[config.mk]
export PLATFORM = sky130hd
export DESIGN_NAME = cpu_run_ctrl
export DESIGN_NICKNAME = d
export VERILOG_FILES = /design/src/rtl/cpu_run_ctrl_pkg.sv /design/src/rtl/cpu_bp_match.sv /design/src/rtl/cpu_run_ctrl.sv
export SDC_FILE = /design/constraint.sdc
export NUM_CORES = 1
export LEC_CHECK = 0
export ABC_AREA = 1
export BUFFER_PORTS_ARGS = -buffer_cell sky130_fd_sc_hd__buf_2
export CORE_UTILIZATION = 40
export CTS_CLUSTER_SIZE = 25
export DETAILED_ROUTE_END_ITERATION = 16
export GPL_ROUTABILITY_DRIVEN = 0
export PLACE_DENSITY = 0.72
export SLEW_MARGIN = 10
export SYNTH_ARGS = -nofsm -noshare
export SYNTH_HDL_FRONTEND = slang
export SYNTH_HIERARCHICAL = 1
export SYNTH_SLANG_ARGS = --single-unit
export TNS_END_PERCENT = 20
[constraint.sdc]
create_clock -name clk -period 4.22 [get_ports clk]
set_input_delay 0.422 -clock clk [delete_from_list [all_inputs] [get_ports clk]]
set_output_delay 0.422 -clock clk [all_outputs]
set_load 0.02 [all_outputs]
[src/rtl/cpu_run_ctrl_pkg.sv]
// Shared encodings for the run/step controller: run modes, halt causes and FSM states.
package cpu_run_ctrl_pkg;

  typedef logic [1:0] run_mode_t;
  typedef logic [1:0] halt_cause_t;

  localparam run_mode_t MODE_HALT  = 2'b00;
  localparam run_mode_t MODE_FREE  = 2'b01;
  localparam run_mode_t MODE_STEP  = 2'b10;
  localparam run_mode_t MODE_RUN_N = 2'b11;

  localparam halt_cause_t CAUSE_NONE  = 2'd0;
  localparam halt_cause_t CAUSE_STOP  = 2'd1;
  localparam halt_cause_t CAUSE_BP    = 2'd2;
  localparam halt_cause_t CAUSE_COUNT = 2'd3;

  localparam logic [0:0] ST_IDLE = 1'b0;
  localparam logic [0:0] ST_RUN  = 1'b1;

endpackage

[src/rtl/cpu_bp_match.sv]
// Parallel PC breakpoint comparators with a lowest-index priority encoder (combinational).
module cpu_bp_match
  import cpu_run_ctrl_pkg::*;
#(
  parameter int XLEN   = 32,
  parameter int NUM_BP = 2
) (
  input  logic [XLEN-1:0]        pc,
  input  logic [NUM_BP-1:0]      bp_en,
  input  logic [NUM_BP*XLEN-1:0] bp_addr,
  output logic                   hit,
  output logic [2:0]             idx
);

  always_comb begin
    hit = 1'b0;
    idx = 3'd0;
    // Scan from the top down so the lowest matching index is the one left standing.
    for (int i = NUM_BP - 1; i >= 0; i--) begin
      if (bp_en[i] && (pc == bp_addr[i*XLEN +: XLEN])) begin
        hit = 1'b1;
        idx = i[2:0];
      end
    end
  end

endmodule

[src/rtl/cpu_run_ctrl.sv]
// Run/step controller gating the datapath clock enable: free-run, single-step,
// run-for-N-cycles and PC breakpoints.
module cpu_run_ctrl
  import cpu_run_ctrl_pkg::*;
#(
  parameter int XLEN   = 32,
  parameter int CNT_W  = 32,
  parameter int NUM_BP = 2
) (
  input  logic                   clk,
  input  logic                   rst,
  input  logic [1:0]             mode,
  input  logic                   start,
  input  logic                   stop,
  input  logic [CNT_W-1:0]       run_count,
  input  logic [NUM_BP-1:0]      bp_en,
  input  logic [NUM_BP*XLEN-1:0] bp_addr,
  input  logic [XLEN-1:0]        pc,
  output logic                   cpu_ce,
  output logic                   running,
  output logic                   done,
  output logic [1:0]             halt_cause,
  output logic [2:0]             bp_idx,
  output logic [CNT_W-1:0]       cycle_cnt
);

  localparam logic [CNT_W-1:0] CNT_ZERO = '0;
  localparam logic [CNT_W-1:0] CNT_ONE  = {{(CNT_W-1){1'b0}}, 1'b1};

  function automatic logic [CNT_W-1:0] sat_inc(input logic [CNT_W-1:0] v);
    return (&v) ? v : v + CNT_ONE;
  endfunction

  logic [0:0]       state;
  logic             first_cyc;
  logic             limited;
  logic [CNT_W-1:0] remaining;
  logic             bp_raw;
  logic [2:0]       bp_idx_c;
  logic             bp_hit;
  logic             start_ok;

  cpu_bp_match #(
    .XLEN   (XLEN),
    .NUM_BP (NUM_BP)
  ) u_bp_match (
    .pc      (pc),
    .bp_en   (bp_en),
    .bp_addr (bp_addr),
    .hit     (bp_raw),
    .idx     (bp_idx_c)
  );

  // Masking the first cycle lets a resume from a breakpoint execute that instruction.
  assign bp_hit   = bp_raw && !first_cyc;
  assign running  = (state == ST_RUN);
  assign cpu_ce   = running && !stop && !bp_hit && !(limited && (remaining == CNT_ZERO));
  assign start_ok = (state == ST_IDLE) && start && !stop && (mode != MODE_HALT);

  always_ff @(posedge clk) begin
    if (!rst) begin
      state      <= ST_IDLE;
      first_cyc  <= 1'b0;
      limited    <= 1'b0;
      remaining  <= CNT_ZERO;
      done       <= 1'b0;
      halt_cause <= CAUSE_NONE;
      bp_idx     <= 3'd0;
      cycle_cnt  <= CNT_ZERO;
    end else begin
      done <= 1'b0;
      if (state == ST_IDLE) begin
        if (start_ok) begin
          cycle_cnt  <= CNT_ZERO;
          halt_cause <= CAUSE_NONE;
          first_cyc  <= 1'b1;
          if (mode == MODE_FREE) begin
            limited   <= 1'b0;
            remaining <= CNT_ZERO;
          end else if (mode == MODE_STEP) begin
            limited   <= 1'b1;
            remaining <= CNT_ONE;
          end else begin
            limited   <= 1'b1;
            remaining <= run_count;
          end
          // A zero budget finishes without ever entering RUN.
          if ((mode == MODE_RUN_N) && (run_count == CNT_ZERO)) begin
            done       <= 1'b1;
            halt_cause <= CAUSE_COUNT;
          end else begin
            state <= ST_RUN;
          end
        end
      end else begin
        first_cyc <= 1'b0;
        if (cpu_ce) begin
          cycle_cnt <= sat_inc(cycle_cnt);
          if (limited) begin
            remaining <= remaining - CNT_ONE;
          end
        end
        if (stop) begin
          state      <= ST_IDLE;
          done       <= 1'b1;
          halt_cause <= CAUSE_STOP;
        end else if (bp_hit) begin
          state      <= ST_IDLE;
          done       <= 1'b1;
          halt_cause <= CAUSE_BP;
          bp_idx     <= bp_idx_c;
        end else if (limited && (remaining <= CNT_ONE)) begin
          state      <= ST_IDLE;
          done       <= 1'b1;
          halt_cause <= CAUSE_COUNT;
        end
      end
    end
  end

endmodule

==> results of run 1 <==
stage by stage:
step	total power, mW	instances	utilization, %	hold slack (ns)
2_1_floorplan	1.171	1234	-	0.4390
3_3_place_gp	1.354	1594	47.42	0.4502
3_5_place_dp	1.360	1594	47.42	0.4575
4_1_cts	2.256	1610	49.57	0.3877
5_1_grt	2.379	1610	49.57	0.4327
6_report	2.247	1610	49.57	0.3920
cells in the mapped netlist:
cell,count
buf_4,4
nand2_1,416
o21ai_0,37
clkinv_1,2
xor2_1,13
nand4_1,12
buf_6,6
nor2_1,249
o21a_1,1
nand2_4,3
clkbuf_1,13
nand4_2,1
nand3_4,1
a21oi_2,10
buf_2,6
o22ai_1,9
nor2_4,2
nand3_1,90
nor2_2,4
buf_1,5
inv_1,156
or2_2,2
and2_1,6
nor2_8,1
conb_1,1
ha_1,4
nor3_1,5
a21oi_1,37
a211oi_1,2
o21bai_4,1
o21bai_1,4
nand3b_1,1
nand3_2,1
xnor2_1,20
inv_2,13
nor3b_1,2
o21ai_1,5
dfxtp_1,73
o211ai_1,1
o221ai_1,1
nand2_2,13
path summary, 6_finish.rpt:
check | from | to | slack (ns) | cells after the start
hold / removal | run_count[29] | remaining[29] | 0.39 | 5
hold reg to reg | remaining[1] | remaining[1] | 0.47 | 2
setup / recovery | running | remaining[4] | 1.31 | 7
setup reg to reg | running | remaining[4] | 1.31 | 7
cell type report:
type	count	area, µm²
Clock buffer	9	225.2
Clock inverter	7	118.9
Fill cell	1743	8069
Inverter	171	641.9
Multi-Input combinational cell	956	4315
Sequential cell	73	1461
Tap cell	216	270.3
Timing Repair Buffer	178	898.4
worst reg2reg max path: stages (launching register included):
cell     delay, ns
dfxtp_1       0.32
inv_2         0.61
nand2_1       0.16
nor2_1        0.67
inv_1         0.50
o21ai_0       0.31
nand3_1       0.10
a21oi_1       0.16
flip-flops by register name, indices dropped and copies added (netlist names):
name / cells
running: 1
bp_idx: 3
first_cyc: 1
cycle_cnt: 32
halt_cause: 2
limited: 1
done: 1
remaining: 32
routing by layer:
| layer | wire length [µm] | vias to the layer above | GRT usage (%) |
|---|---|---|---|
| li1 | - | 4104 | - |
| met1 | 9276 | 3376 | 32.31 |
| met2 | 9661 | 286 | 41.74 |
| met3 | 1353 | 25 | 4.805 |
| met4 | 384 | 0 | 7.099 |
| met5 | 0 | - | 0 |
cells by family (layout without fill, tap and decap cells):
| group | count (synthesis) | count (layout) | synth area share [%] |
|---|---|---|---|
| AO/OA/AOI/OAI | 108 | 108 | 9.483 |
| XOR/XNOR | 33 | 33 | 4.373 |
| adder cells (fa/ha/maj) | 4 | 4 | 0.7572 |
| buffers and inverters | 205 | 365 | 12.66 |
| flip-flops | 73 | 73 | 22.11 |
| other | 1 | 2 | 0.05673 |
| AND/OR/NAND/NOR | 809 | 809 | 50.56 |
power groups by stage:
stage | Combinational (mW) | Clock [mW] | Sequential [mW]
2_1_floorplan | 0.415 | 0 | 0.756
3_3_place_gp | 0.593 | 0 | 0.761
3_5_place_dp | 0.599 | 0 | 0.761
4_1_cts | 0.602 | 0.908 | 0.746
5_1_grt | 0.690 | 0.939 | 0.751
6_report | 0.606 | 0.894 | 0.747
==> qor.yml, run 1 <==
status: "complete, no violations"
worst_pin_slew_ns: 0.8409
drv_cap: 0
crit_arrival_ns: 3.18
die_y_um: 130.6
wl_per_cell_um: 12.84
synthTopCellsByArea: "nand2_1 24%, dfxtp_1 22%, nor2_1 14%"
core_mm2: 0.01600
clock-sinks: 73
p_int_mw: 1.504
htreeDepth: 3
leakage_nw: 3.998
ir_drop_mv: 0.1740
yosysTopAreaCell: "nand2_1"
detail_route.iter0.violations: 597
cp_slowest_stage_delay_ns: 0.67
syn_area_mm2: 0.006610
cts_resized: 0
die-area_mm2: 0.01704
dp_slack_ns: 1.280
synth_top_cell_area_share_pct: 23.62
fp.dieW_um: 130.6
finalHoldViolCount: 0
clk_path_buf_depth: 2
place_area_mm2: 0.007587
setup_slack_ns: 1.313
cp_top_family: "buffers and inverters"
seqPwrFrac_pct: 33.3
drcViolationCount: 0
crit_type: "flop to flop"
vias: 7791
setup_tns_ns: 0
slew_viol_final: 0
crit_fanout: 46
clk_pin_slew_ns: 0.06
share_comb_of_total_power_pct: 27.0
cts_setup_buffers: 0
skew_ns: 0.006615
slowest_stage: "nor2_1"
setup_viol: 0
worst-path-buf-inv: 2
post-dp-hpwl_um: 16150
start_util_pct: 41.31
area_growth_pct: 19.99
dr.pass1.iters: 5
critPathCaptureType: "flop"
viasPerCell: 4.839
syn_avg_cell_area_um2: 5.361
powerDensity_mw_per_mm2: 283.3
worstPathRequired_ns: 4.49
grt_pass1_vias: 6805
antenna_found_initial: 0
cts_tree: "done"
numCtsBuffers: 9
synthCells: 1233
final_cell_mix: "416 x nand2_1, 249 x nor2_1, 175 x buf_2"
routed_wl_um: 20680
relSlewSlack_pct: 43.74
yosys_warnings: 6
cts_hold_buf: 0
rsz0062_at_grt: "no"
grt_first_pass_wirelength_um: 32970
ys_seq_area_share_pct: 22.11
fin_crit_ns: 2.907
hold_class: "primary input to flop"
clock_latency_ns: 0.35
max_freq_ghz: 0.3440
p_sw_share_pct: 33.09
clkPwrFrac_pct: 39.8
cp-start-kind: "flop"
track_usage_pct: 24.88
cts_root_buf: "clkbuf_16"
antenna_left: 0
p_sw_mw: 0.7435
rows: 46
portBuffers: 175
final_common_cell: "nand2_1"
cp_cell_sequence: "inv_2, nand2_1, nor2_1, inv_1, o21ai_0, nand3_1, a21oi_1"
timing.final.crit_share_pct: 68.89
final_nets: 1529
grt_overflow: 0
design_area_mm2: 0.007931
ys_types: 41
synth-seq-cells: 73
n_antenna_cell: 0
final_layout_size_suffix_gt1_share_pct: 17.65
grt_start_max_net_pins: 57
ios: 176
Note: power is estimated with default switching activity, not from simulation.
==> inputs of run 2 (changes only) <==
PLACE_DENSITY = 0.75   (was 0.72)
clock period = 2.6 ns   (was 4.22 ns; I/O delays follow)
==> qor.yml, run 2 (synthesis results as in run 1) <==
status: "complete, no violations"
portBuffers: 175  # unchanged
start_util_pct: 41.31  # unchanged
final_util_pct: 49.59  # about the same
place_area_mm2: 0.007652  # +0.86%
vias: 7887  # +1.2%
crit_type: "flop to flop"
core_mm2: 0.01600  # unchanged
timing.final.crit_share_pct: 88.84  # +20 points
routed_wl_um: 20490  # -0.90%
crit_arrival_ns: 2.57  # -0.61 ns
drv_cap: 0  # unchanged
clock_latency_ns: 0.34  # about the same
dp_slack_ns: 0.2374  # -1.042 ns
p_sw_mw: 1.200  # +61%
fp.dieW_um: 130.6  # unchanged
leakage_nw: 4.011  # +0.33%
worst_pin_slew_ns: 0.5563  # -0.2845 ns
max_freq_ghz: 0.4330  # +26%
skew_ns: 0.006257  # -0.0003575 ns
grtUsageMet1_pct: 30.83  # -1.5 points
clk_pin_slew_ns: 0.06  # about the same
hold_class: "primary input to flop"
use_met3_pct: 4.397  # -0.41 points
reg2reg_to: "cycle_cnt[12]"
drcViolationCount: 0  # unchanged
top_usage_layer: "met2"
powerDensity_mw_per_mm2: 426.8  # +51%
p_int_mw: 2.186  # +45%
r2r_start: "cycle_cnt[1]"
reg.largest.list: "cycle_cnt: 32 flops, remaining: 32 flops, bp_idx: 3 flops"
cts_root_buf: "clkbuf_16"
relSlewSlack_pct: 62.87  # +19 points
post-dp-hpwl_um: 16130  # -0.10%
detail_route.iter0.violations: 591  # -1.0%
antenna_found_initial: 0  # unchanged
design_area_mm2: 0.007934  # about the same
die_y_um: 130.6  # unchanged
htreeDepth: 3  # unchanged
numCtsBuffers: 9  # unchanged
fin_crit_ns: 2.310  # -0.5974 ns
reg2reg_slack_ns: 0.29  # -1.02 ns
final_nets: 1536  # +0.46%
hold_slack_ns: 0.2433  # -0.1487 ns
grt_first_pass_wirelength_um: 32750  # -0.67%
min_to: "remaining[22]"
viasPerCell: 4.878  # +0.79%
seqPwrFrac_pct: 35.8  # +2.5 points
cts_setup_buffers: 0  # unchanged
final_layout_size_suffix_gt1_share_pct: 18.06  # +0.41 points
cp-start-kind: "flop"
dr.pass1.iters: 5  # unchanged
holdCritStartpoint: "run_count[22]"
r2r_cells: 11  # +4
setup_slack_ns: 0.2903  # -1.023 ns
ir_drop_mv: 0.2698  # +55%
crit_fanout: 31  # -33%
grt_pass1_vias: 6894  # +1.3%
min_path_cells: 5  # unchanged
multi_input_area_mm2: 0.004315  # unchanged
final_cell_mix: "416 x nand2_1, 249 x nor2_1, 175 x buf_2"
antenna_left: 0  # unchanged
die-area_mm2: 0.01704  # unchanged
cts_resized: 0  # unchanged
fillCellCount: 1748  # +0.29%
grt_start_max_net_pins: 57  # unchanged
finalHoldViolCount: 0  # unchanged
ios: 176  # unchanged
wl_per_cell_um: 12.67  # -1.3%
worstPathRequired_ns: 2.86  # -1.63 ns
clk_path_buf_depth: 2  # unchanged
rows: 46  # unchanged
setup_tns_ns: 0  # unchanged
n_antenna_cell: 0  # unchanged
track_usage_pct: 24.52  # -0.36 points
area_growth_pct: 20.03  # about the same
slew_viol_final: 0  # unchanged
clkPwrFrac_pct: 34.9  # -4.9 points
setup_viol: 0  # unchanged
seqCellArea_mm2: 0.001461  # unchanged
share_comb_of_total_power_pct: 29.3  # +2.3 points
rsz0062_at_grt: "no"
grt_overflow: 0  # unchanged
met2_usage_pct: 42.98  # +1.2 points
final_common_cell: "nand2_1"
p_sw_share_pct: 35.43  # +2.3 points
cts_tree: "done"
cts_hold_buf: 0  # unchanged
clock-sinks: 73  # unchanged
critPathCaptureType: "flop"
==> run 2: power by group through the flow <==
stage	clock network, mW	logic [mW]	registers (mW)
6_report	1.18	0.992	1.21
3_5_place_dp	0	0.980	1.23
5_1_grt	1.24	1.12	1.22
3_3_place_gp	0	0.970	1.23
4_1_cts	1.19	0.985	1.21
2_1_floorplan	0	0.673	1.23
==> run 2: through the flow <==
stage | power, mW | instances
global route | 3.582 | 1617
CTS | 3.388 | 1617
detailed placement | 2.214 | 1601
finish | 3.386 | 1617
global placement | 2.204 | 1601
floorplan | 1.900 | 1234
==> run 2: final cells by class <==
class | count | area share, %
multi-input combinational | 956 | 54.39
timing repair buffer | 185 | 12.14
clock buffer | 10 | 3.012
inverter | 171 | 8.090
clock inverter | 6 | 0.5362
sequential | 73 | 18.42
tap | 216 | 3.406
==> run 2: worst max-delay path: stages, from the launching register on <==
cell and delay [ns]:
dfxtp_1 0.44, ha_1 0.31, nand2_2 0.11, nor2_4 0.21, nand2_4 0.12, nor2_8 0.14, nand2_2 0.08, nor2_4 0.10
nand3_4 0.08, nand2_4 0.34, nand2_1 0.12, a21oi_1 0.16
==> run 2: per-layer routing <==
metal	wire, µm	vias to the layer above	part of all wire, %
li1	-	4110	-
met1	8900	3447	43
met2	9843	308	48
met3	1384	22	6.8
met4	362	0	1.8
met5	0	-	0
==> run 2: how the worst max path moves through the flow <==
stage	endpoint	start	slack [ns]
after floorplan	cycle_cnt[22]	cycle_cnt[0]	0.54
after global placement	cycle_cnt[2]	pc[16]	0.29
after detailed placement	remaining[31]	pc[16]	0.24
after CTS	cycle_cnt[12]	cycle_cnt[1]	0.31
after global routing	cycle_cnt[29]	cycle_cnt[1]	0.12
final	cycle_cnt[12]	cycle_cnt[1]	0.29
==> inputs of run 3 (changes only) <==
CORE_UTILIZATION = 49   (was 40)
CTS_BUF_LIST = sky130_fd_sc_hd__clkbuf_4   (was not set)
PLACE_DENSITY = 0.87   (was 0.75)
==> qor.yml, run 3 (synthesis results as in run 1) <==
critPathLaunch: "cycle_cnt[1]"
place_area_mm2: 0.007617  # -0.46%
crit_type: "flop to flop"
cp_cell_sequence: "ha_1, nand2_2, nor2_4, nand2_4, nor2_8, nand2_2, nor2_4, nand3_4, nand2_4, nand2_2, a21oi_2"
final_cell_mix: "416 x nand2_1, 249 x nor2_1, 175 x buf_2"
reg2reg_slack_ns: 0.27  # -0.02 ns
reg2reg_to: "cycle_cnt[23]"
design_area_mm2: 0.007727  # -2.6%
finalHoldViolCount: 0  # unchanged
cts_resized: 0  # unchanged
cts_root_buf: "clkbuf_4"
setup_tns_ns: 0  # unchanged
endpoint: "cycle_cnt[23]"
final_nets: 1538  # +0.13%
wl_per_cell_um: 12.84  # +1.3%
skew_ns: 0.01327  # +0.007013 ns
setup_viol: 0  # unchanged
clock_latency_ns: 0.44  # +0.10 ns
track_usage_pct: 29.29  # +4.8 points
reg.largest.list: "cycle_cnt: 32 flops, remaining: 32 flops, bp_idx: 3 flops"
cts_setup_buffers: 0  # unchanged
antenna_left: 0  # unchanged
critPathCaptureType: "flop"
slew_viol_final: 0  # unchanged
worst_pin_slew_ns: 0.5697  # +0.01337 ns
die_y_um: 118.1  # -9.5%
grt_first_pass_wirelength_um: 33150  # +1.2%
ios: 176  # unchanged
powerDensity_mw_per_mm2: 363.4  # -15%
cp-start-kind: "flop"
ir_drop_mv: 0.2372  # -12%
cp_slowest_stage_delay_ns: 0.51  # +0.07 ns
max_freq_ghz: 0.4284  # -1.1%
antenna_found_initial: 2  # +2
start_util_pct: 50.11  # +8.8 points
rows: 42  # -8.7%
dr.pass1.iters: 7  # +2
hold_class: "primary input to flop"
final_common_cell: "nand2_1"
cts_hold_buf: 0  # unchanged
vias: 8069  # +2.3%
drcViolationCount: 0  # unchanged
worstPathRequired_ns: 2.97  # +0.11 ns
die-area_mm2: 0.01396  # -18%
crit_arrival_ns: 2.70  # +0.13 ns
drv_cap: 0  # unchanged
portBuffers: 175  # unchanged
fin_crit_ns: 2.334  # +0.02470 ns
leakage_nw: 3.942  # -1.7%
dp_slack_ns: 0.2521  # +0.01477 ns
clock-sinks: 73  # unchanged
routed_wl_um: 20300  # -0.92%
core_mm2: 0.01319  # -18%
numCtsBuffers: 9  # unchanged
htreeDepth: 3  # unchanged
post-dp-hpwl_um: 16040  # -0.57%
setup_slack_ns: 0.2656  # -0.02470 ns
final_layout_size_suffix_gt1_share_pct: 18.03  # -0.026 points
status: "complete, no violations"
relSlewSlack_pct: 61.98  # -0.89 points
detail_route.iter0.violations: 719  # +22%
slowest_stage: "dfxtp_1"
area_growth_pct: 16.90
cts_tree: "done"
clk_pin_slew_ns: 0.13  # +0.07 ns
rsz0062_at_grt: "no"
fp.dieW_um: 118.1  # -9.5%
r2r_start: "cycle_cnt[1]"
grt_overflow: 0  # unchanged
grt_start_max_net_pins: 42  # -26%
grt_pass1_vias: 7214  # +4.6%
viasPerCell: 5.104  # +4.6%
timing.final.crit_share_pct: 89.79  # +0.95 points
r2r_cells: 11  # unchanged
cp_common_cell: "nand2_2"
clk_path_buf_depth: 2  # unchanged
crit_fanout: 31  # unchanged
-- run 3: per-stage QoR --
stage | std cells | hold slack [ns] | utilization (%) | power [mW]
4_1_cts | 1579 | 0.1207 | 58.55 | 2.799
2_1_floorplan | 1234 | 0.3957 | - | 1.900
6_report | 1581 | 0.1358 | 58.58 | 2.809
3_5_place_dp | 1563 | 0.4642 | 57.75 | 2.207
3_3_place_gp | 1563 | 0.4515 | 57.75 | 2.191
5_1_grt | 1581 | 0.1453 | 58.58 | 3.006
-- run 3: critical path, delay by kind of cell, from the launching register on --
kind            cells  cell delay (ns)
fa+ha+maj           1             0.32
flops               1             0.51
simple gates        9             1.26
compound gates      1             0.17
-- run 3: per-layer routing --
metal	wire, µm	vias to the layer above	track usage (%)
met4	952	0	15.54
met5	0	-	0
met1	8130	3474	34.92
met3	1758	66	4.151
li1	-	4114	-
met2	9461	415	50.77
-- run 3: power by group --
group	internal (mW)	switching, mW	total [mW]
clock	0.185	0.421	0.606
sequential	1.17	0.0472	1.21
combinational	0.350	0.640	0.991
-- run 3: how the worst min path moves through the flow --
stage / start / endpoint / slack [ns] / depth (start not counted)
after floorplan: rst / bp_idx[0] / 0.40 / 2
after global placement: remaining[1] / remaining[1] / 0.45 / 2
after detailed placement: remaining[1] / remaining[1] / 0.46 / 2
after CTS: run_count[31] / remaining[31] / 0.12 / 5
after global routing: rst / remaining[18] / 0.15 / 3
final: run_count[31] / remaining[31] / 0.14 / 5
-- run 3: area by class of cell --
type                            count  area, µm²
Sequential cell                    73       1461
Antenna cell                        2      5.005
Inverter                          171      641.9
Timing Repair Buffer              187      978.4
Clock buffer                        9      67.56
Fill cell                        1340       5463
Tap cell                          176      220.2
Multi-Input combinational cell    956       4315
Clock inverter                      7      37.54
